File: src/rtl/tri_wave_pkg.sv
// -----------------------------------------------------------------------------
// tri_wave_pkg
// Shared constants for the triangle-wave stimulus source: magnitude codes for
// the fir input word (exp[14:10], mantissa[9:0]), sign bit position, period
// length, phase width and the DOWN/UP state encoding.
// -----------------------------------------------------------------------------
package tri_wave_pkg;

  localparam int SIGN_BIT = 15;
  localparam int PERIOD   = 20;
  localparam int PHASE_W  = 5;

  // 15-bit magnitude field {exponent code, mantissa} for |level| = 0..5
  localparam logic [14:0] LVL_MAG0 = {5'b00000, 10'b0000000000};
  localparam logic [14:0] LVL_MAG1 = {5'b00011, 10'b1001100110};
  localparam logic [14:0] LVL_MAG2 = {5'b00010, 10'b1001100110};
  localparam logic [14:0] LVL_MAG3 = {5'b00001, 10'b0011001100};
  localparam logic [14:0] LVL_MAG4 = {5'b00001, 10'b1001100110};
  localparam logic [14:0] LVL_MAG5 = {5'b10000, 10'b0000000000};

  typedef enum logic {
    DOWN = 1'b0,
    UP   = 1'b1
  } state_t;

endpackage

File: src/rtl/tri_wave_src_if.sv
// -----------------------------------------------------------------------------
// tri_wave_src_if
// Sample stream between the triangle source and its consumer.
//   sample_out   : current sample word
//   sample_valid : sample_out holds an unconsumed sample
//   ready        : consumer accepts the sample this cycle
//   phase        : period index 0..19 of the sample in sample_out
//   period_done  : one-cycle pulse when a new period's phase-0 sample appears
// Modports: master (source side), slave (consumer side).
// -----------------------------------------------------------------------------
interface tri_wave_src_if
  import tri_wave_pkg::*;
();

  logic [15:0]        sample_out;
  logic               sample_valid;
  logic               ready;
  logic [PHASE_W-1:0] phase;
  logic               period_done;

  modport master (
    output sample_out,
    output sample_valid,
    output phase,
    output period_done,
    input  ready
  );

  modport slave (
    input  sample_out,
    input  sample_valid,
    input  phase,
    input  period_done,
    output ready
  );

endinterface

File: src/rtl/tri_level_enc.sv
// -----------------------------------------------------------------------------
// tri_level_enc
// Combinational map from a signed level (-5..+5) to the 16-bit fir input word.
//   level : signed 4-bit level
//   word  : {sign, exponent code, mantissa}
// Negative levels only set the sign bit; level 0 is always +0.
// -----------------------------------------------------------------------------
module tri_level_enc
  import tri_wave_pkg::*;
(
  input  logic signed [3:0] level,
  output logic [15:0]       word
);

  logic [3:0]  mag;
  logic [14:0] mag_code;

  always_comb begin
    mag      = level[3] ? 4'(-level) : 4'(level);
    mag_code = LVL_MAG0;
    case (mag)
      4'd1:    mag_code = LVL_MAG1;
      4'd2:    mag_code = LVL_MAG2;
      4'd3:    mag_code = LVL_MAG3;
      4'd4:    mag_code = LVL_MAG4;
      4'd5:    mag_code = LVL_MAG5;
      default: mag_code = LVL_MAG0;
    endcase
    word           = {1'b0, mag_code};
    // a negative level is never zero, so no -0 can appear
    word[SIGN_BIT] = level[3];
  end

endmodule

File: src/rtl/tri_wave_src.sv
// -----------------------------------------------------------------------------
// tri_wave_src
// 20-sample-period triangle wave source for the fir block, delivered over a
// valid/ready stream with a programmable sample-rate divider.
//   clk  : system clock, rising edge
//   rst  : synchronous reset, active-high
//   en   : run enable; low freezes divider and waveform
//   mode : (TRI_WAVE_SQUARE_EN only) 1 = square wave +5/-5, sampled per load
//   bus  : tri_wave_src_if.master (sample_out, sample_valid, ready, phase,
//          period_done)
// Build option: define TRI_WAVE_SQUARE_EN to add the mode input.
//
// state | meaning
// ------+------------------------------------------------------------
// DOWN  | each load emits level then decrements; at -5 turn to UP
// UP    | each load emits level then increments; at +5 turn to DOWN
// -----------------------------------------------------------------------------
module tri_wave_src
  import tri_wave_pkg::*;
#(
  parameter int DIV   = 1,
  parameter int DIV_W = 16
) (
  input  logic clk,
  input  logic rst,
  input  logic en,
`ifdef TRI_WAVE_SQUARE_EN
  input  logic mode,
`endif
  tri_wave_src_if.master bus
);

  logic [DIV_W-1:0]   div_cnt;
  state_t             state;
  logic signed [3:0]  level;
  logic               first;

  logic               slot_free;
  logic               advance;
  logic               load;
  logic [PHASE_W-1:0] next_phase;
  logic signed [3:0]  enc_level;
  logic [15:0]        enc_word;

  assign slot_free = !bus.sample_valid || bus.ready;
  assign advance   = en && slot_free;
  assign load      = advance && (div_cnt == DIV_W'(DIV - 1));

  // phase register shows the sample on the bus, so the very first load is
  // phase 0 rather than an increment of the reset value
  always_comb begin
    if (first || bus.phase == PHASE_W'(PERIOD - 1)) begin
      next_phase = '0;
    end else begin
      next_phase = bus.phase + 1'b1;
    end
  end

`ifdef TRI_WAVE_SQUARE_EN
  always_comb begin
    if (mode) begin
      enc_level = (next_phase < PHASE_W'(PERIOD / 2)) ? 4'sd5 : -4'sd5;
    end else begin
      enc_level = level;
    end
  end
`else
  assign enc_level = level;
`endif

  tri_level_enc u_enc (
    .level (enc_level),
    .word  (enc_word)
  );

  always_ff @(posedge clk) begin
    if (rst) begin
      bus.sample_out   <= 16'h0000;
      bus.sample_valid <= 1'b0;
      bus.phase        <= '0;
      bus.period_done  <= 1'b0;
      div_cnt          <= '0;
      level            <= 4'sd5;
      state            <= DOWN;
      first            <= 1'b1;
    end else begin
      if (advance) begin
        div_cnt <= load ? '0 : div_cnt + 1'b1;
      end

      if (load) begin
        bus.sample_out   <= enc_word;
        bus.phase        <= next_phase;
        bus.sample_valid <= 1'b1;
        bus.period_done  <= !first && (next_phase == '0);
        first            <= 1'b0;
        case (state)
          DOWN: begin
            if (level == -4'sd5) begin
              state <= UP;
              level <= -4'sd4;
            end else begin
              level <= level - 4'sd1;
            end
          end
          UP: begin
            if (level == 4'sd5) begin
              state <= DOWN;
              level <= 4'sd4;
            end else begin
              level <= level + 4'sd1;
            end
          end
          default: begin
            state <= DOWN;
            level <= 4'sd5;
          end
        endcase
      end else begin
        bus.period_done <= 1'b0;
        if (bus.ready) begin
          bus.sample_valid <= 1'b0;
        end
      end
    end
  end

endmodule

File: src/flat_wrapper.sv
// flat-port wrapper written by rule: the top's interface ports become plain ports
module tri_wave_src_flat import tri_wave_pkg::*;
#(
  parameter int DIV   = 1,
  parameter int DIV_W = 16
)
  (clk, rst, en, bus_sample_out, bus_sample_valid, bus_phase, bus_period_done, bus_ready);
  tri_wave_src_if bus_i ();
  input  logic clk;
  input  logic rst;
  input  logic en;
  output wire logic [$bits(bus_i.sample_out)-1:0] bus_sample_out;
  output wire logic [$bits(bus_i.sample_valid)-1:0] bus_sample_valid;
  output wire logic [$bits(bus_i.phase)-1:0] bus_phase;
  output wire logic [$bits(bus_i.period_done)-1:0] bus_period_done;
  input wire logic [$bits(bus_i.ready)-1:0] bus_ready;
  assign bus_sample_out = bus_i.sample_out;
  assign bus_sample_valid = bus_i.sample_valid;
  assign bus_phase = bus_i.phase;
  assign bus_period_done = bus_i.period_done;
  assign bus_i.ready = bus_ready;
  tri_wave_src #(.DIV(DIV), .DIV_W(DIV_W)) u_core (.clk(clk), .rst(rst), .en(en), .bus(bus_i));
endmodule
File: config.mk
export PLATFORM = sky130hd
export DESIGN_NAME = tri_wave_src_flat
export DESIGN_NICKNAME = d
export VERILOG_FILES = /design/src/rtl/tri_wave_pkg.sv /design/src/rtl/tri_wave_src_if.sv /design/src/rtl/tri_level_enc.sv /design/src/rtl/tri_wave_src.sv /design/src/flat_wrapper.sv
export SDC_FILE = /design/constraint.sdc
export NUM_CORES = 1
export LEC_CHECK = 0
export BUFFER_PORTS_ARGS = -buffer_cell sky130_fd_sc_hd__clkbuf_2
export CORE_MARGIN = 4
export CORE_UTILIZATION = 36
export CTS_BUF_LIST = sky130_fd_sc_hd__clkbuf_4
export DETAILED_ROUTE_END_ITERATION = 8
export REMOVE_ABC_BUFFERS = 1
export SYNTH_ARGS = -nofsm -noshare
export SYNTH_HDL_FRONTEND = slang
export SYNTH_SLANG_ARGS = --single-unit
File: constraint.sdc
create_clock -name clk -period 2.6 [get_ports clk]
set_clock_uncertainty 0.15 [all_clocks]
set_input_delay 0.13 -clock clk [delete_from_list [all_inputs] [get_ports clk]]
set_output_delay 0.13 -clock clk [all_outputs]
set_load 0.01 [all_outputs]
---- Yosys cells after proc, flatten, opt, wreduce, memory -nomap -nowiden ----
Index checks and enable logic that the tools add are counted.
word-level totals
  register bits after elaboration ......... 45
  output and inout bits ................... 23
  word-level logic and storage cells ...... 46
operators by class
  add/subtract/negate cells ............... 5
  eq/ne operators ......................... 8
  multiplexer cells ....................... 12
  bitwise logic cells ..................... 2
  reduce and logical (&&, ||, !) cells .... 11
operators with widths
  operator                                                             count
  15-bit one-hot mux with 5 select lines                               1
  16-bit by 1-bit adder with 16-bit output (second input constant)     1
  16-bit zero test                                                     1
  16-bit 2-to-1 mux                                                    1
  4-bit 2-to-1 mux                                                     3
  4-bit by 2-bit == test with 1-bit output (second input constant)     2
  4-bit by 3-bit == test with 1-bit output (second input constant)     2
  4-bit == test (second input constant)                                2
  4-bit one-hot mux with 2 select lines                                1
  5-bit by 1-bit adder with 5-bit output (second input constant)       1
  5-bit == test (second input constant)                                1
  5-bit zero test                                                      1
  5-bit 2-to-1 mux                                                     1
  4-bit by 2-bit adder with 4-bit output (second input constant)       1
  4-bit by 1-bit == test with 1-bit output (second input constant)     1
  1-bit 2-to-1 mux                                                     4
  4-bit negation                                                       1
  4-bit by 2-bit subtractor with 4-bit output (second input constant)  1
  1-bit logical AND                                                    3
  1-bit zero test                                                      2
  1-bit logical OR                                                     2
  1-bit inverter                                                       2
  1-bit one-hot mux with 2 select lines                                1
  2-bit nonzero test                                                   1
  2-bit OR reduction                                                   1

---- Longest topological paths before layout ----
  depth after elaboration ................. 6
  gate-level depth with buffers ........... 9
  gate-level depth less buffers ........... 7

---- By module ----
From an unflattened synthesis, not the netlist that was laid out.
second synthesis, totals
  cell total of the unflattened synthesis .. 327
  area total of the unflattened synthesis .. 2695.1 um^2
modules (own cells, without submodules)
  module         instances  cells each  area an instance (um^2)
  tri_wave_src   1          266         2260.9
  tri_level_enc  1          61          434.2

---- Worst setup path before layout ----
OpenSTA, ideal clock, no wires.
  path type ............................... reg-to-reg
  start ................................... reg u_core.div_cnt[7]
  end ..................................... reg u_core.bus.phase[4]
  library setup time ...................... 70 ps
  data arrival time ....................... 2059 ps
  data required time ...................... 2380 ps
  slack ................................... 320 ps
  cell stages (with the launch flop) ...... 6
  path buffers ............................ 1
  period minus slack after synthesis ...... 2280 ps
  cells stage by stage .................... dfxtp_1 -> or4_4 -> or4_4 -> buf_6 -> or4_1 -> a21oi_1
on the way
  longest elaborated chain between the ends .. 2
RTL lines
  item                      RTL line               RTL
  start: declaration        tri_wave_src.sv:33     logic [DIV_W-1:0] div_cnt;
  start signal: assignment  tri_wave_src.sv:88     div_cnt <= load ? '0 : div_cnt + 1'b1;
  16-bit zero test          tri_wave_src.sv:47     assign load = advance && (div_cnt == DIV_W'(DIV - 1));
  1-bit logical AND         tri_wave_src.sv:47
  end signal: assignment    tri_wave_src.sv:93     bus.phase <= next_phase;
  end: declaration          tri_wave_src_if.sv:24  output phase,
No other way between the ends.
A chain may end at the register's enable or synchronous reset.

---- Worst setup path in the final report ----
  start ................................... reg u_core.div_cnt[7]
  end ..................................... reg u_core.bus.phase[3]
The elaborated chain is that of the path after synthesis.

==> flow_summary.yaml <==
critical_path:
  cp_max_fo: 12
  critPathLaunchType: "flop"
  path_class: "flop to flop"
  critPathCaptureType: "flop"
  worstPathRequired_ps: 2720
  crit_arrival_ps: 2490
clock_network:
  cts_buffer_depth: 2
  clock_latency_ps: 340
  root_buffer: "clkbuf_4"
  postCtsSetupBuffers: 0
  htree_levels: 2
  cts.sinks: 36
  path_clk_slew_ps: 100
  cts_buffers: 5
  cts_tree: "built"
placed_design:
  gp_congestion: 0.777
  placed_area_um2: 2120
  hpwl_um: 2890
  io_buffers: 21
global_routing:
  grtUsageTotal_pct: 13.7
  grt_max_degree: 26
  grt_pass1_vias: 1548
  antenna_found_initial: 0
  grt_pass1_wl_um: 7110
  gr-total-overflow: 0
power:
  seqPwrFrac_pct: 54.7
  p_sw_uw: 317
  leakagePower_uw: 0.000829
  internal-power_uw: 770
  p_clk_share_pct: 25.8
  ir_worst_vdd_mv: 0.168
  switching_share_pct: 29.2
  comb_power_share_pct: 19.5
  p_total_uw: 1090
  power-per-cell-area_nw_per_um2: 499
routing:
  drcViolationCount: 0
  postRouteWirelength_um: 4060
  viasPerCell: 5.16
  wl_met2_um: 1730
  met1_length_um: 2010
  dr_total_vias: 1724
  drt-wirelength-per-cell_um: 12.1
  routed.top_layer: "met4"
  drt_iter0_markers: 112
  routed-wl-met3_um: 253
  final_antenna_net_count: 0
  drt_pre_antenna_iters: 4
run:
  cap_viol_max_count: 0
logic_synthesis:
  ys.flop_type: "dfxtp_1"
  synth_area_um2: 1980
  yosysUniqueCellTypes: 43
  synth-edff-count: 0
  syn_inst: 245
  synth_area_leaders: "dfxtp_1 (36%), nor2_1 (6.1%), xnor2_1 (5.3%), ha_1 (5.1%), nand2_1 (4.5%)"
  ys_seq_area_share_pct: 36.4
  ys_ff_latch: 36
  yosys_warnings: 0
  yosysTopAreaCell: "dfxtp_1"
  async_flop_share_pct: 0
  synth_top_cell_area_share_pct: 36.4
  syn_avg_cell_area_um2: 8.08
floorplanning:
  dieArea_um2: 6750
  start_util_pct: 38.1
  die_height_um: 82.2
  ios: 27
  rows: 26
  die_w_um: 82.2
  coreArea_um2: 5200
timing:
  report.final.hold_viol_count: 0
  setup_viol: 0
  slew_viol_final: 0
  rsz0062_at_grt: "no"
  fin_tns_setup_ps: 0
  fin_crit_ps: 2370
  period_share_pct: 91.0
  fmax_mhz: 423
status:
  status: "finished, final reports clean"
min_path:
  hp-class: "primary input to flop"
final_layout:
  final_nets: 276
  drive_gt1_share_pct: 15.5
  utilization_pct: 41.9
  final_cell_mix: "dfxtp_1 (36), nor2_1 (32), nand2_1 (24)"
  design_area_um2: 2180
  antenna_cells: 0
  nFillCells: 529
  multi_input_area_um2: 1130
  regArea_um2: 721
  area_growth_pct: 10.0
  layout_commonest_cell: "dfxtp_1"
power groups by stage:
stage	sequential, uW	clock [uW]	combinational [uW]
floorplan	617	0	122
global placement	606	0	212
detailed placement	607	0	212
CTS	595	300	214
global route	599	327	240
finish	595	280	212
layout make-up:
cell class                      count  share of cell area [%]
Clock inverter                      1                   0.230
Clock buffer                        6                    2.07
Timing Repair Buffer               29                    7.69
Tap cell                           70                    4.02
Inverter                            7                    1.21
Sequential cell                    36                    33.1
Multi-Input combinational cell    185                    51.7
worst paths after layout:
check / endpoint / slack (ps) / cells past startpoint / from
setup / recovery: u_core.bus.phase[3]$_SDFFE_PP0P_ / 230 / 4 / u_core.div_cnt[7]$_SDFFE_PP0P_
hold / removal: u_core.bus.sample_valid$_SDFFE_PP0P_ / 50 / 3 / bus_ready
setup reg to reg: u_core.bus.phase[3]$_SDFFE_PP0P_ / 230 / 4 / u_core.div_cnt[7]$_SDFFE_PP0P_
hold reg to reg: u_core.bus.sample_out[11]$_SDFFE_PP0P_ / 320 / 2 / u_core.bus.sample_out[11]$_SDFFE_PP0P_
sequential cells by signal (all words and copies together), names as in the netlist:
register                 count
u_core.state                 1
u_core.div_cnt              16
u_core.bus.phase             5
u_core.enc_level             4
u_core.bus.sample_valid      1
u_core.bus.period_done       1
u_core.bus.sample_out        7
u_core.first                 1
synth_stat cells (2+ instances only):
master,count
mux2i_1,3
and3_1,2
nand3b_1,7
a31oi_1,2
inv_1,7
nand2b_1,5
o21ai_0,7
clkbuf_1,9
buf_4,9
xnor2_1,12
o32ai_1,2
xor2_1,3
a21oi_1,11
o31ai_1,2
nand2_1,24
dfxtp_1,36
nand3_1,7
a2111oi_0,3
ha_1,8
nor4_1,5
a21o_1,2
nor3_1,12
nand4_1,7
a31o_2,3
or4_4,2
a211o_1,2
and2_1,3
or4_1,4
nor2_1,32
kinds of logic (layout without fill, tap and decap cells):
logic type               count (synthesis)  after routing  synth area share [%]
AND/OR/NAND/NOR                        113            113                  28.7
multiplexers                             3              3                  1.52
buffers and inverters                   28             43                  7.45
flip-flops                              36             36                  36.4
adder cells (fa/ha/maj)                  8              8                  5.05
other                                    1              5                 0.189
XOR/XNOR                                15             15                  6.63
AO/OA/AOI/OAI                           41             41                  14.0
per-stage QoR:
stage | setup slack [ps] | instances | hold slack, ps
floorplan | 330 | 228 | 49.1
CTS | 221 | 334 | 22.0
detailed placement | 248 | 326 | 300
global route | 156 | 334 | 40.7
finish | 234 | 334 | 48.7
global placement | 268 | 326 | 294
repair_timing:
action,CTS,global route
hold endpoints to repair,1,0
hold buffers,1,0
resized for setup,0,0
worst max-delay path, cell delays in order (launching register included):
cell and delay (ps):
dfxtp_1 370, or4_4 540, or4_4 620, or4_1 490, a21oi_1 140
per-layer routing:
metal / global-route usage, % / vias to the layer above
met1: 17.9 / 789
met5: 0 / -
li1: - / 888
met4: 5.15 / 0
met3: 4.99 / 6
met2: 20.4 / 41
Note: power is estimated with default switching activity, not from simulation.
